### config.mk
export PLATFORM = sky130hd
export DESIGN_NAME = e203_exu_excp_irq_arb_flat
export DESIGN_NICKNAME = d
export VERILOG_FILES = /design/src/rtl/e203_exu_excp_irq_arb_if.sv /design/src/rtl/e203_exu_excp_irq_arb.sv /design/src/flat_wrapper.sv
export SDC_FILE = /design/constraint.sdc
export NUM_CORES = 1
export LEC_CHECK = 0
export ABC_CLOCK_PERIOD_IN_PS = 2400
export BUFFER_PORTS_ARGS = -buffer_cell sky130_fd_sc_hd__buf_2
export CAP_MARGIN = 20
export CORE_MARGIN = 2
export CORE_UTILIZATION = 49
export CTS_CLUSTER_SIZE = 40
export DETAILED_ROUTE_END_ITERATION = 10
export PLACE_DENSITY = 0.78
export SLEW_MARGIN = 20
export SYNTH_ARGS = -nofsm -noshare
export SYNTH_HDL_FRONTEND = slang
export SYNTH_SLANG_ARGS = --single-unit
export TNS_END_PERCENT = 5
### constraint.sdc
create_clock -name clk -period 2.4 [get_ports clk]
set_clock_uncertainty 0.2 [all_clocks]
set_input_delay 0.6 -clock clk [delete_from_list [all_inputs] [get_ports clk]]
set_output_delay 0.6 -clock clk [all_outputs]
set_load 0.005 [all_outputs]
### src/rtl/e203_exu_excp_irq_arb_if.sv
// Flush handshake bundle between the EXU trap arbiter and the IFU.
//   flush_req : flush request, held until flush_ack
//   flush_ack : IFU accepts the flush
//   flush_pc  : flush target PC
//   cause_o   : mcause value (bit XLEN-1 = interrupt)
//   epc_o     : mepc value
//   mepc_ena  : single-cycle strobe to write mcause/mepc
interface e203_exu_excp_irq_arb_if #(
  parameter int XLEN = 32
);
  logic            flush_req;
  logic            flush_ack;
  logic [XLEN-1:0] flush_pc;
  logic [XLEN-1:0] cause_o;
  logic [XLEN-1:0] epc_o;
  logic            mepc_ena;

  modport master (
    output flush_req, flush_pc, cause_o, epc_o, mepc_ena,
    input  flush_ack
  );

  modport slave (
    input  flush_req, flush_pc, cause_o, epc_o, mepc_ena,
    output flush_ack
  );
endinterface

### src/rtl/e203_exu_excp_irq_arb.sv
// Commit-stage trap arbiter. Merges synchronous exceptions, NUM_IRQ level
// interrupt channels and the WFI halt/sleep sequence into one flush request
// toward the IFU, held until acknowledged.
// Ports:
//   clk, rst_n            clock, async active-low reset
//   irq_i, irq_en_i       per-channel pending level and enable
//   status_mie_r          global interrupt enable
//   dbg_mode              core in debug mode (masks interrupts and WFI)
//   cmt_ena, cmt_pc_i     commit strobe and PC of committing instruction
//   excp_valid_i/cause_i  commit-time exception and its code
//   wfi_i                 committing instruction is WFI
//   wfi_halt_ack          IFU/EXU halted
//   csr_mtvec_r           trap vector CSR
//   flush_if              flush handshake (master side)
//   wfi_halt_req          halt request to IFU/EXU
//   wfi_sleep             core asleep in WFI
module e203_exu_excp_irq_arb #(
  parameter int NUM_IRQ       = 4,
  parameter int XLEN          = 32,
  parameter int IRQ_CODE_BASE = 16,
  parameter int VECTORED      = 1
) (
  input  logic                  clk,
  input  logic                  rst_n,
  input  logic [NUM_IRQ-1:0]    irq_i,
  input  logic [NUM_IRQ-1:0]    irq_en_i,
  input  logic                  status_mie_r,
  input  logic                  dbg_mode,
  input  logic                  cmt_ena,
  input  logic [XLEN-1:0]       cmt_pc_i,
  input  logic                  excp_valid_i,
  input  logic [4:0]            excp_cause_i,
  input  logic                  wfi_i,
  input  logic                  wfi_halt_ack,
  input  logic [XLEN-1:0]       csr_mtvec_r,
  e203_exu_excp_irq_arb_if.master flush_if,
  output logic                  wfi_halt_req,
  output logic                  wfi_sleep
);

  localparam int IDX_W = (NUM_IRQ > 1) ? $clog2(NUM_IRQ) : 1;

  typedef enum logic [1:0] {
    ST_IDLE  = 2'd0,
    ST_HALT  = 2'd1,
    ST_SLEEP = 2'd2,
    ST_FLUSH = 2'd3
  } state_e;

  state_e          state_q, state_d;
  logic [XLEN-1:0] flush_pc_q, flush_pc_d;
  logic [XLEN-1:0] cause_q, cause_d;
  logic [XLEN-1:0] epc_q, epc_d;
  logic [XLEN-1:0] wfi_pc_q, wfi_pc_d;
  logic            trap_q, trap_d;

  // Interrupt qualification. wake deliberately ignores mie/debug so a
  // masked interrupt still ends WFI sleep (resume path, no trap).
  logic [NUM_IRQ-1:0] irq_act;
  logic               wake;
  logic               irq_hit;
  logic [IDX_W-1:0]   irq_idx;

  assign irq_act = irq_i & irq_en_i;
  assign wake    = |irq_act;
  assign irq_hit = wake & status_mie_r & ~dbg_mode;

  // Lowest active channel wins: scan downward so the last hit is the lowest.
  always_comb begin
    irq_idx = '0;
    for (int k = NUM_IRQ - 1; k >= 0; k--) begin
      if (irq_act[k]) irq_idx = IDX_W'(k);
    end
  end

  logic [XLEN-1:0] irq_code;
  logic [XLEN-1:0] irq_cause;
  logic [XLEN-1:0] mtvec_base;
  logic            vec_mode;
  logic [XLEN-1:0] irq_tgt;
  logic [XLEN-1:0] wfi_npc;

  assign irq_code   = XLEN'(IRQ_CODE_BASE) + XLEN'(irq_idx);
  assign irq_cause  = {1'b1, irq_code[XLEN-2:0]};
  assign mtvec_base = {csr_mtvec_r[XLEN-1:2], 2'b00};
  assign vec_mode   = (VECTORED != 0) && (csr_mtvec_r[1:0] == 2'b01);
  // Both sums wrap modulo 2^XLEN by construction.
  assign irq_tgt    = vec_mode ? (mtvec_base + (irq_code << 2)) : mtvec_base;
  assign wfi_npc    = wfi_pc_q + XLEN'(4);

  always_comb begin
    state_d    = state_q;
    flush_pc_d = flush_pc_q;
    cause_d    = cause_q;
    epc_d      = epc_q;
    wfi_pc_d   = wfi_pc_q;
    trap_d     = trap_q;
    unique case (state_q)
      ST_IDLE: begin
        if (cmt_ena) begin
          if (excp_valid_i) begin
            state_d    = ST_FLUSH;
            trap_d     = 1'b1;
            cause_d    = XLEN'(excp_cause_i);
            epc_d      = cmt_pc_i;
            flush_pc_d = mtvec_base;
          end else if (irq_hit) begin
            // Committing instruction is cancelled; mepc points at it.
            state_d    = ST_FLUSH;
            trap_d     = 1'b1;
            cause_d    = irq_cause;
            epc_d      = cmt_pc_i;
            flush_pc_d = irq_tgt;
          end else if (wfi_i && !dbg_mode) begin
            state_d  = ST_HALT;
            wfi_pc_d = cmt_pc_i;
          end
        end
      end
      ST_HALT, ST_SLEEP: begin
        if (wake) begin
          state_d = ST_FLUSH;
          if (irq_hit) begin
            trap_d     = 1'b1;
            cause_d    = irq_cause;
            epc_d      = wfi_npc;
            flush_pc_d = irq_tgt;
          end else begin
            // Plain resume after WFI: mcause/mepc are left untouched.
            trap_d     = 1'b0;
            flush_pc_d = wfi_npc;
          end
        end else if (state_q == ST_HALT && wfi_halt_ack) begin
          state_d = ST_SLEEP;
        end
      end
      ST_FLUSH: begin
        // Commit-side events are dropped here; upstream stalls commit.
        if (flush_if.flush_ack) state_d = ST_IDLE;
      end
      default: state_d = ST_IDLE;
    endcase
  end

  always_ff @(posedge clk or negedge rst_n) begin
    if (!rst_n) begin
      state_q    <= ST_IDLE;
      flush_pc_q <= '0;
      cause_q    <= '0;
      epc_q      <= '0;
      wfi_pc_q   <= '0;
      trap_q     <= 1'b0;
    end else begin
      state_q    <= state_d;
      flush_pc_q <= flush_pc_d;
      cause_q    <= cause_d;
      epc_q      <= epc_d;
      wfi_pc_q   <= wfi_pc_d;
      trap_q     <= trap_d;
    end
  end

  // Status outputs decode straight from the state flop so async reset
  // removes them immediately.
  assign flush_if.flush_req = (state_q == ST_FLUSH);
  assign flush_if.flush_pc  = flush_pc_q;
  assign flush_if.cause_o   = cause_q;
  assign flush_if.epc_o     = epc_q;
  assign flush_if.mepc_ena  = (state_q == ST_FLUSH) & flush_if.flush_ack & trap_q;
  assign wfi_halt_req       = (state_q == ST_HALT) || (state_q == ST_SLEEP);
  assign wfi_sleep          = (state_q == ST_SLEEP);

endmodule

### src/flat_wrapper.sv
// flat-port wrapper written by rule: the top's interface ports become plain ports
module e203_exu_excp_irq_arb_flat 
#(
  parameter int NUM_IRQ       = 4,
  parameter int XLEN          = 32,
  parameter int IRQ_CODE_BASE = 16,
  parameter int VECTORED      = 1
)
  (clk, rst_n, irq_i, irq_en_i, status_mie_r, dbg_mode, cmt_ena, cmt_pc_i, excp_valid_i, excp_cause_i, wfi_i, wfi_halt_ack, csr_mtvec_r, wfi_halt_req, wfi_sleep, flush_if_flush_req, flush_if_flush_pc, flush_if_cause_o, flush_if_epc_o, flush_if_mepc_ena, flush_if_flush_ack);
  e203_exu_excp_irq_arb_if #(.XLEN(XLEN)) flush_if_i ();
  input  logic clk;
  input  logic rst_n;
  input  logic [NUM_IRQ-1:0] irq_i;
  input  logic [NUM_IRQ-1:0] irq_en_i;
  input  logic status_mie_r;
  input  logic dbg_mode;
  input  logic cmt_ena;
  input  logic [XLEN-1:0] cmt_pc_i;
  input  logic excp_valid_i;
  input  logic [4:0] excp_cause_i;
  input  logic wfi_i;
  input  logic wfi_halt_ack;
  input  logic [XLEN-1:0] csr_mtvec_r;
  output logic wfi_halt_req;
  output logic wfi_sleep;
  output wire logic [$bits(flush_if_i.flush_req)-1:0] flush_if_flush_req;
  output wire logic [$bits(flush_if_i.flush_pc)-1:0] flush_if_flush_pc;
  output wire logic [$bits(flush_if_i.cause_o)-1:0] flush_if_cause_o;
  output wire logic [$bits(flush_if_i.epc_o)-1:0] flush_if_epc_o;
  output wire logic [$bits(flush_if_i.mepc_ena)-1:0] flush_if_mepc_ena;
  input wire logic [$bits(flush_if_i.flush_ack)-1:0] flush_if_flush_ack;
  assign flush_if_flush_req = flush_if_i.flush_req;
  assign flush_if_flush_pc = flush_if_i.flush_pc;
  assign flush_if_cause_o = flush_if_i.cause_o;
  assign flush_if_epc_o = flush_if_i.epc_o;
  assign flush_if_mepc_ena = flush_if_i.mepc_ena;
  assign flush_if_i.flush_ack = flush_if_flush_ack;
  e203_exu_excp_irq_arb #(.NUM_IRQ(NUM_IRQ), .XLEN(XLEN), .IRQ_CODE_BASE(IRQ_CODE_BASE), .VECTORED(VECTORED)) u_core (.clk(clk), .rst_n(rst_n), .irq_i(irq_i), .irq_en_i(irq_en_i), .status_mie_r(status_mie_r), .dbg_mode(dbg_mode), .cmt_ena(cmt_ena), .cmt_pc_i(cmt_pc_i), .excp_valid_i(excp_valid_i), .excp_cause_i(excp_cause_i), .wfi_i(wfi_i), .wfi_halt_ack(wfi_halt_ack), .csr_mtvec_r(csr_mtvec_r), .flush_if(flush_if_i), .wfi_halt_req(wfi_halt_req), .wfi_sleep(wfi_sleep));
endmodule
==> implementation parameters, run 1 <==
Parameter                              Value

Outcome
  Outcome    finished with violations
  Violations in the final reports    setup timing

STA
  Final cycle utilization of the critical path    121%
  Final worst setup slack    -496 ps
  Total setup violations reported at the end of the flow    24
  Unrepaired setup endpoints after global routing    true
  Hold violation total from the final report    0
  Max-slew headroom    71.6%
  Achievable frequency    0.345 GHz
  Number of slew-limit violations in the final report    0
  Transition time at the pin with the least slew margin    423 ps
  Final Critical Period    2900 ps

Global route
  Via count of the first global-routing pass    6,776
  Overflow left after global routing    0
  Number of antenna violations at the first check in global routing    1
  Wire length of the first global-routing pass    35,400 um
  Total Routing Usage GR    28.3%
  Maximum number of pins on one net before global-route repair    71

Critical path
  Signal arrival time at the worst endpoint    3070 ps
  Type of the worst setup path    in2reg
  Type of destination of the critical path    flop
  Critical Path Start Type    primary input
  Largest fanout on the critical path    2
  Required time reported for the critical path endpoint    2570 ps

Power and ir drop
  Net switching component of the power    5.26 mW
  Relative contribution of the clock network to total power    21.1%
  Combinational power share    50.6%
  Leakage    4.81 nW
  Internal Power    7.80 mW
  Fraction of power spent switching nets    40.2%
  Peak VDD IR    0.000867 V
  Total power per unit cell area    1310 nW/um^2
  Sequential fraction of design power    28.3%
  Power after layout    13.1 mW

CTS
  Clk sinks    131
  Clock latency on the worst-skew pair    430 ps
  TritonCTS clock tree    done
  Root buffer cell    clkbuf_16
  Maximum level of the CTS H-tree    4
  Bufs on Longest Clock Path    2
  Cts bufs inserted    17
  CTS clk-pin slew, worst paths    60 ps

Yosys
  Proportion of register bits with asynchronous set or reset after synthesis    100%
  Synth unique cells    66
  Synthesized area per cell    9.58 um^2
  Synthesis warning total    0
  Synth Cell Area    7220 um^2
  Mapped Nets    849
  Number of register bits inferred by synthesis    131
  Predominant post-synthesis flop cell    dfrtp_1
  Synthesized instance count    754
  Share of the yosys chip area belonging to registers    45.4%
  Post-synth EDFFs    0

Final layout
  Most common library cell in the layout ignoring fill and taps    buf_2
  Area delta synth->final    37.7%
  Commonest cells after routing, fill and taps aside    buf_2, dfrtp_1, buf_4
  Area used by sequential logic in the layout    3280 um^2
  Layout net count    1,109
  Filler instances    1,121
  Area used by multi-input combinational logic    3930 um^2
  Share of layout cells above drive strength 1    38.2%
  Fin cells    1,212

Routing
  Routed length on met3    1730 um
  Total wire length    22,000 um
  Wire length per cell    18.1 um
  Remaining DRCs    0
  Uppermost metal layer occupied by signal nets    met4
  Antenna Violating Nets Remaining    0
  DRT iter0 DRCs    509
  Routed wl met2    10,600 um
  Routed via count    6,939
  Detailed-router iteration count before antenna repair    5
  Vias per inst    5.73
  Met1 layer wirelength in the final routing    9260 um

Die
  Die width    125 um
  Starting utilization of the core area    49.9%
  I/O pin cnt    186
  DIE HEIGHT    125 um
  Core area    14,500 um^2
  Count of standard-cell rows    44
  Total die area    15,700 um^2

Place
  Cell total after placement    1,175
  Final weighted congestion in routability-driven placement    0.939
  Input/output buffers    185
  Half-perimeter wire length after placement    16,000 um

Worst hold path
  Worst min-delay path category    in2reg

Run
  Max cap viols    0
==> critical path, cell delays in order <==
cell and delay [ps]:
buf_8 100, nand2_4 50, a32oi_2 90, a21oi_2 170, ha_2 210, inv_2 40
fa_2 330, and3b_2 280, o21ai_2 70, or4_4 500, or3_4 360, a21oi_2 140
o22a_1 130
==> power by group through the flow <==
stage               Clock (mW)  Combinational (mW)  Sequential, mW
floorplan                    0                3.71            3.65
global placement             0                6.26            3.68
detailed placement           0                6.36            3.70
CTS                       2.79                6.52            3.68
global route              2.89                7.27            3.80
finish                    2.76                6.61            3.69
==> per-stage QoR <==
step	hold WS [ps]	util, %	instance area, um^2	TNS (ps)	worst slack, ps
after floorplan	104	-	7280	-17820	-852
after global placement	258	62.6	9070	-26810	-1010
after detailed placement	260	62.6	9070	-30230	-1120
after CTS	193	68.1	9860	-4920	-464
after global routing	186	68.7	9940	-8510	-601
final	203	68.7	9940	-5130	-496
==> worst paths after layout <==
check,start,endpoint,slack [ps],cells after the start
setup / recovery,irq_i[2],u_core.flush_if.flush_pc[26]$_DFFE_PN0P_,-500,13
hold / removal,cmt_pc_i[5],u_core.wfi_pc_q[5]$_DFFE_PN0P_,200,2
setup reg to reg,u_core.wfi_pc_q[6]$_DFFE_PN0P_,u_core.flush_if.flush_pc[23]$_DFFE_PN0P_,20,7
hold reg to reg,u_core.flush_if.flush_pc[0]$_DFFE_PN0P_,u_core.flush_if.flush_pc[0]$_DFFE_PN0P_,270,2
max in group asynchronous,rst_n,u_core.flush_if.cause_o[10]$_DFFE_PN0P_,950,3
min in group asynchronous,rst_n,u_core.flush_if.epc_o[9]$_DFFE_PN0P_,460,2
==> per-layer routing <==
metal  GRT usage, %  vias up
li1               -     3236
met1           37.2     3381
met2           45.9      289
met3           8.09       33
met4           8.37        0
met5              0        -
==> sequential cells by signal, indices dropped and copies added (netlist names) <==
| name | flops |
|---|---|
| u_core.flush_if.flush_pc | 32 |
| u_core.wfi_pc_q | 32 |
| u_core.flush_if.epc_o | 32 |
| u_core.flush_if.cause_o | 32 |
| u_core.state_q | 2 |
| u_core.trap_q | 1 |
==> cell families (layout without fill, tap and decap cells) <==
kind of cell,count (synthesis),count (layout),share of synthesized area [%]
adder cells (fa/ha/maj),9,9,1.66
multiplexers,47,47,7.07
AO/OA/AOI/OAI,169,169,16.0
buffers and inverters,63,336,3.47
other,0,1,0
XOR/XNOR,57,57,6.91
AND/OR/NAND/NOR,278,278,19.5
flip-flops,131,131,45.4
==> Yosys cell counts, types with 3 or more instances <==
library cell,count,share of area (%)
a211oi_1,18,1.9
a21boi_0,3,0.31
a21o_1,19,2.0
a21oi_1,27,1.9
a221o_1,3,0.42
a2bb2oi_1,7,0.85
a31oi_1,9,0.78
a32oi_1,3,0.36
and2_1,28,2.4
and3_1,11,0.95
and4_1,6,0.73
buf_1,4,0.21
buf_2,5,0.35
clkbuf_1,35,1.8
dfrtp_1,131,45
ha_1,8,1.4
inv_1,18,0.94
mux2_2,31,4.8
mux2i_1,15,2.1
nand2_1,70,3.6
nand3_1,31,2.1
nand4_1,16,1.4
nor2_1,65,3.4
nor2b_1,3,0.26
nor3_1,19,1.3
nor4_1,10,0.87
o211ai_1,6,0.62
o21ai_0,37,2.6
o221ai_1,4,0.49
o22a_1,3,0.36
o22ai_1,5,0.43
or3_1,4,0.35
xnor2_1,31,3.8
xor2_1,26,3.2
==> area by class of cell <==
cell class                 instances  share of cell area [%]
sequential                       131                    33.0
inverter                          18                   0.680
clock buffer                      17                    4.28
timing repair buffer             286                    18.3
multi-input combinational        560                    39.5
antenna                            1                  0.0252
clock inverter                    15                    1.98
tap                              184                    2.32
==> what timing repair did <==
action | 4_1_cts | 5_1_grt
pin swaps | 13 | 9
hold buffers | 1 | 0
buffers inserted | 1 | 2
hold endpoints to repair | 41 | 0
gates cloned | 0 | 0
resized for setup | 32 | 13
setup endpoints to repair | 25 | 28
(Power assumes the default switching activity.)
==> run 2, diff against run 1 <==
- REMOVE_ABC_BUFFERS: not set -> 1
==> run 2 against run 1 <==
Net effect: the run still ends with setup timing left; global-route usage shrank 0.32 points; count of clock-buffer cells in the layout is the same; via count rose by 0.26%; total power is 0.19% lower; sequential cell count unchanged; critical path depth unchanged; sequential power about the same; clock power down 2%; sequential share of layout area decreased by 0.23 points; first-iteration DRC count up 13%; die area did not move; non-clock buffer count increased by 6; largest cell class unchanged.
==> implementation parameters, run 2 (synthesis results as in run 1) <==
Parameter                              Value

Place
  Input/output buffers    185 (unchanged)
  Post-placement setup slack    -1120 ps (-8.01 ps)
  Final weighted congestion in routability-driven placement    0.935 (-0.45%)
  Half-perimeter wire length after placement    16,000 um (-0.14%)

Final layout
  Area used by sequential logic in the layout    3280 um^2 (unchanged)
  Area used by multi-input combinational logic    3940 um^2 (+0.35%)
  Share of layout cells above drive strength 1    39.6% (+1.4 points)
  Commonest cells after routing, fill and taps aside    buf_2, dfrtp_1, buf_4
  Share of the core filled with cells in the final layout    69.1% (+0.48 points)
  Most common library cell in the layout ignoring fill and taps    buf_2
  Layout net count    1,115 (+0.54%)
  Filler instances    1,115 (-0.54%)
  Area delta synth->final    38.7%

Critical path
  CP bufs+invs    2 (unchanged)
  Type of the worst setup path    in2reg
  Slowest-stage cell, CP    or4_4
  Required time reported for the critical path endpoint    2560 ps (about the same)
  Largest fanout on the critical path    3 (+1)
  Signal arrival time at the worst endpoint    3080 ps (about the same)
  Critical Path Start Type    primary input
  Worst path max stage delay    510 ps (about the same)
  Type of destination of the critical path    flop
  Library cell appearing most often on the critical path    a21oi_2
  Kind of cell adding the most delay to the critical path    simple AND/OR/NAND/NOR gates
  Cell breakdown of the critical path    buf_6 -> nand2_2 -> a32oi_2 -> a21oi_2 -> ha_2 -> inv_2 -> fa_2 -> and3b_2 -> o21ai_2 -> or4_4 -> or3_4 -> a21oi_2 -> o22a_1

Routing
  Vias per inst    5.71 (-0.23%)
  Detailed-router iteration count before antenna repair    6 (+1)
  Routed via count    6,957 (+0.26%)
  Remaining DRCs    0 (unchanged)
  Wire length per cell    18.1 um (-0.24%)
  Total wire length    22,000 um (+0.25%)
  DRT iter0 DRCs    573 (+13%)
  Antenna Violating Nets Remaining    0 (unchanged)

CTS
  Maximum level of the CTS H-tree    4 (unchanged)
  Bufs on Longest Clock Path    2 (unchanged)
  Clock latency on the worst-skew pair    420 ps (about the same)
  Clk sinks    131 (unchanged)
  Root buffer cell    clkbuf_16
  Cts bufs inserted    17 (unchanged)
  TritonCTS clock tree    done
  CTS clk-pin slew, worst paths    60 ps (about the same)

Power and ir drop
  Power after layout    13.0 mW (-0.19%)
  Total power per unit cell area    1300 nW/um^2 (-0.88%)
  Internal Power    7.74 mW (-0.76%)
  Combinational power share    51.2% (+0.6 points)
  Peak VDD IR    0.00104 V (+20%)
  Sequential fraction of design power    28.1% (-0.2 points)
  Fraction of power spent switching nets    40.6% (+0.34 points)
  Leakage    4.83 nW (+0.34%)
  Relative contribution of the clock network to total power    20.8% (-0.3 points)
  Net switching component of the power    5.29 mW (+0.67%)

Global route
  Overflow left after global routing    0 (unchanged)
  Total Routing Usage GR    28.0% (-0.32 points)
  Number of antenna violations at the first check in global routing    1 (unchanged)
  Wire length of the first global-routing pass    35,300 um (-0.20%)
  Via count of the first global-routing pass    6,918 (+2.1%)
  Maximum number of pins on one net before global-route repair    52 (-27%)

Die
  Starting utilization of the core area    49.9% (unchanged)
  Count of standard-cell rows    44 (unchanged)
  Die width    125 um (unchanged)
  DIE HEIGHT    125 um (unchanged)
  Total die area    15,700 um^2 (unchanged)
  I/O pin cnt    186 (unchanged)
  Core area    14,500 um^2 (unchanged)

STA
  Max-slew headroom    72.8% (+1.2 points)
  Number of slew-limit violations in the final report    0 (unchanged)
  Achievable frequency    0.343 GHz (-0.76%)
  Final cycle utilization of the critical path    122% (+0.93 points)
  Hold violation total from the final report    0 (unchanged)
  Transition time at the pin with the least slew margin    407 ps (-15.4 ps)
  Unrepaired setup endpoints after global routing    true
  Final worst setup slack    -518 ps (-22.2 ps)
  Final Critical Period    2920 ps (+22.2 ps)
  Total setup violations reported at the end of the flow    24 (unchanged)
  Worst slack on hold paths    196 ps (-7.44 ps)

Outcome
  Outcome    finished with violations
  Violations in the final reports    setup timing

Worst hold path
  Worst min-delay path category    in2reg

Run
  Max cap viols    0 (unchanged)
==> run 2: changes by cell type in the layout (fill, tap and decap cells not counted), sizes merged <==
| cell | delta |
|---|---|
| bufinv | -1 |
| clkinvlp | -2 |
| inv | +5 |
| clkbuf | +1 |
| clkinv | -2 |
| buf | +5 |
==> run 2: per-stage QoR <==
step | instances | TNS, ps | cell area [um^2]
2_1_floorplan | 709 | -249580 | 7040
3_3_place_gp | 1181 | -28620 | 9090
3_5_place_dp | 1181 | -31070 | 9090
4_1_cts | 1215 | -6930 | 9850
5_1_grt | 1218 | -8120 | 10000
6_report | 1218 | -5530 | 10000
==> run 2: timing repair <==
action | in CTS | in global routing
hold buffers | 1 | 0
pin swaps | 13 | 22
endpoints found under the setup margin | 27 | 66
gates resized for setup | 35 | 32
buffers inserted | 1 | 3
endpoints found under the hold margin | 32 | 0
==> run 2: routing by layer <==
metal,vias up,global-route usage (%),share of wire [%]
li1,3269,-,-
met1,3368,37.1,43
met2,282,44.8,48
met3,38,6.50,7.1
met4,0,11.1,2.3
met5,-,0,0
==> run 2: path summary, 6_finish.rpt <==
check	from	end	slack, ps	depth (start not counted)
worst min register to register	u_core.flush_if.flush_pc[0]$_DFFE_PN0P_	u_core.flush_if.flush_pc[0]$_DFFE_PN0P_	260	2
worst min-delay path	excp_cause_i[3]	u_core.flush_if.cause_o[3]$_DFFE_PN0P_	200	2
worst max-delay path	irq_i[2]	u_core.flush_if.flush_pc[26]$_DFFE_PN0P_	-520	13
worst max register to register	u_core.wfi_pc_q[8]$_DFFE_PN0P_	u_core.flush_if.flush_pc[23]$_DFFE_PN0P_	50	7
max in group asynchronous	rst_n	u_core.flush_if.cause_o[10]$_DFFE_PN0P_	980	3
min in group asynchronous	rst_n	u_core.wfi_pc_q[13]$_DFFE_PN0P_	430	2
==> run 2: power groups by stage <==
stage	Clock [mW]	Combinational (mW)	Sequential, mW
6_report	2.71	6.67	3.66
5_1_grt	2.86	7.30	3.77
4_1_cts	2.74	6.54	3.65
3_5_place_dp	0	6.35	3.68
3_3_place_gp	0	6.21	3.64
2_1_floorplan	0	3.25	3.63
==> run 2: final cells by class <==
type	instances	share of cell area (%)
multi-input cells	560	39.3
well taps	184	2.30
repair buffers	292	18.8
inverters	18	0.675
clock buffers	17	4.25
flip-flops and latches	131	32.7
diodes	1	0.0250
clock inverters	15	1.82
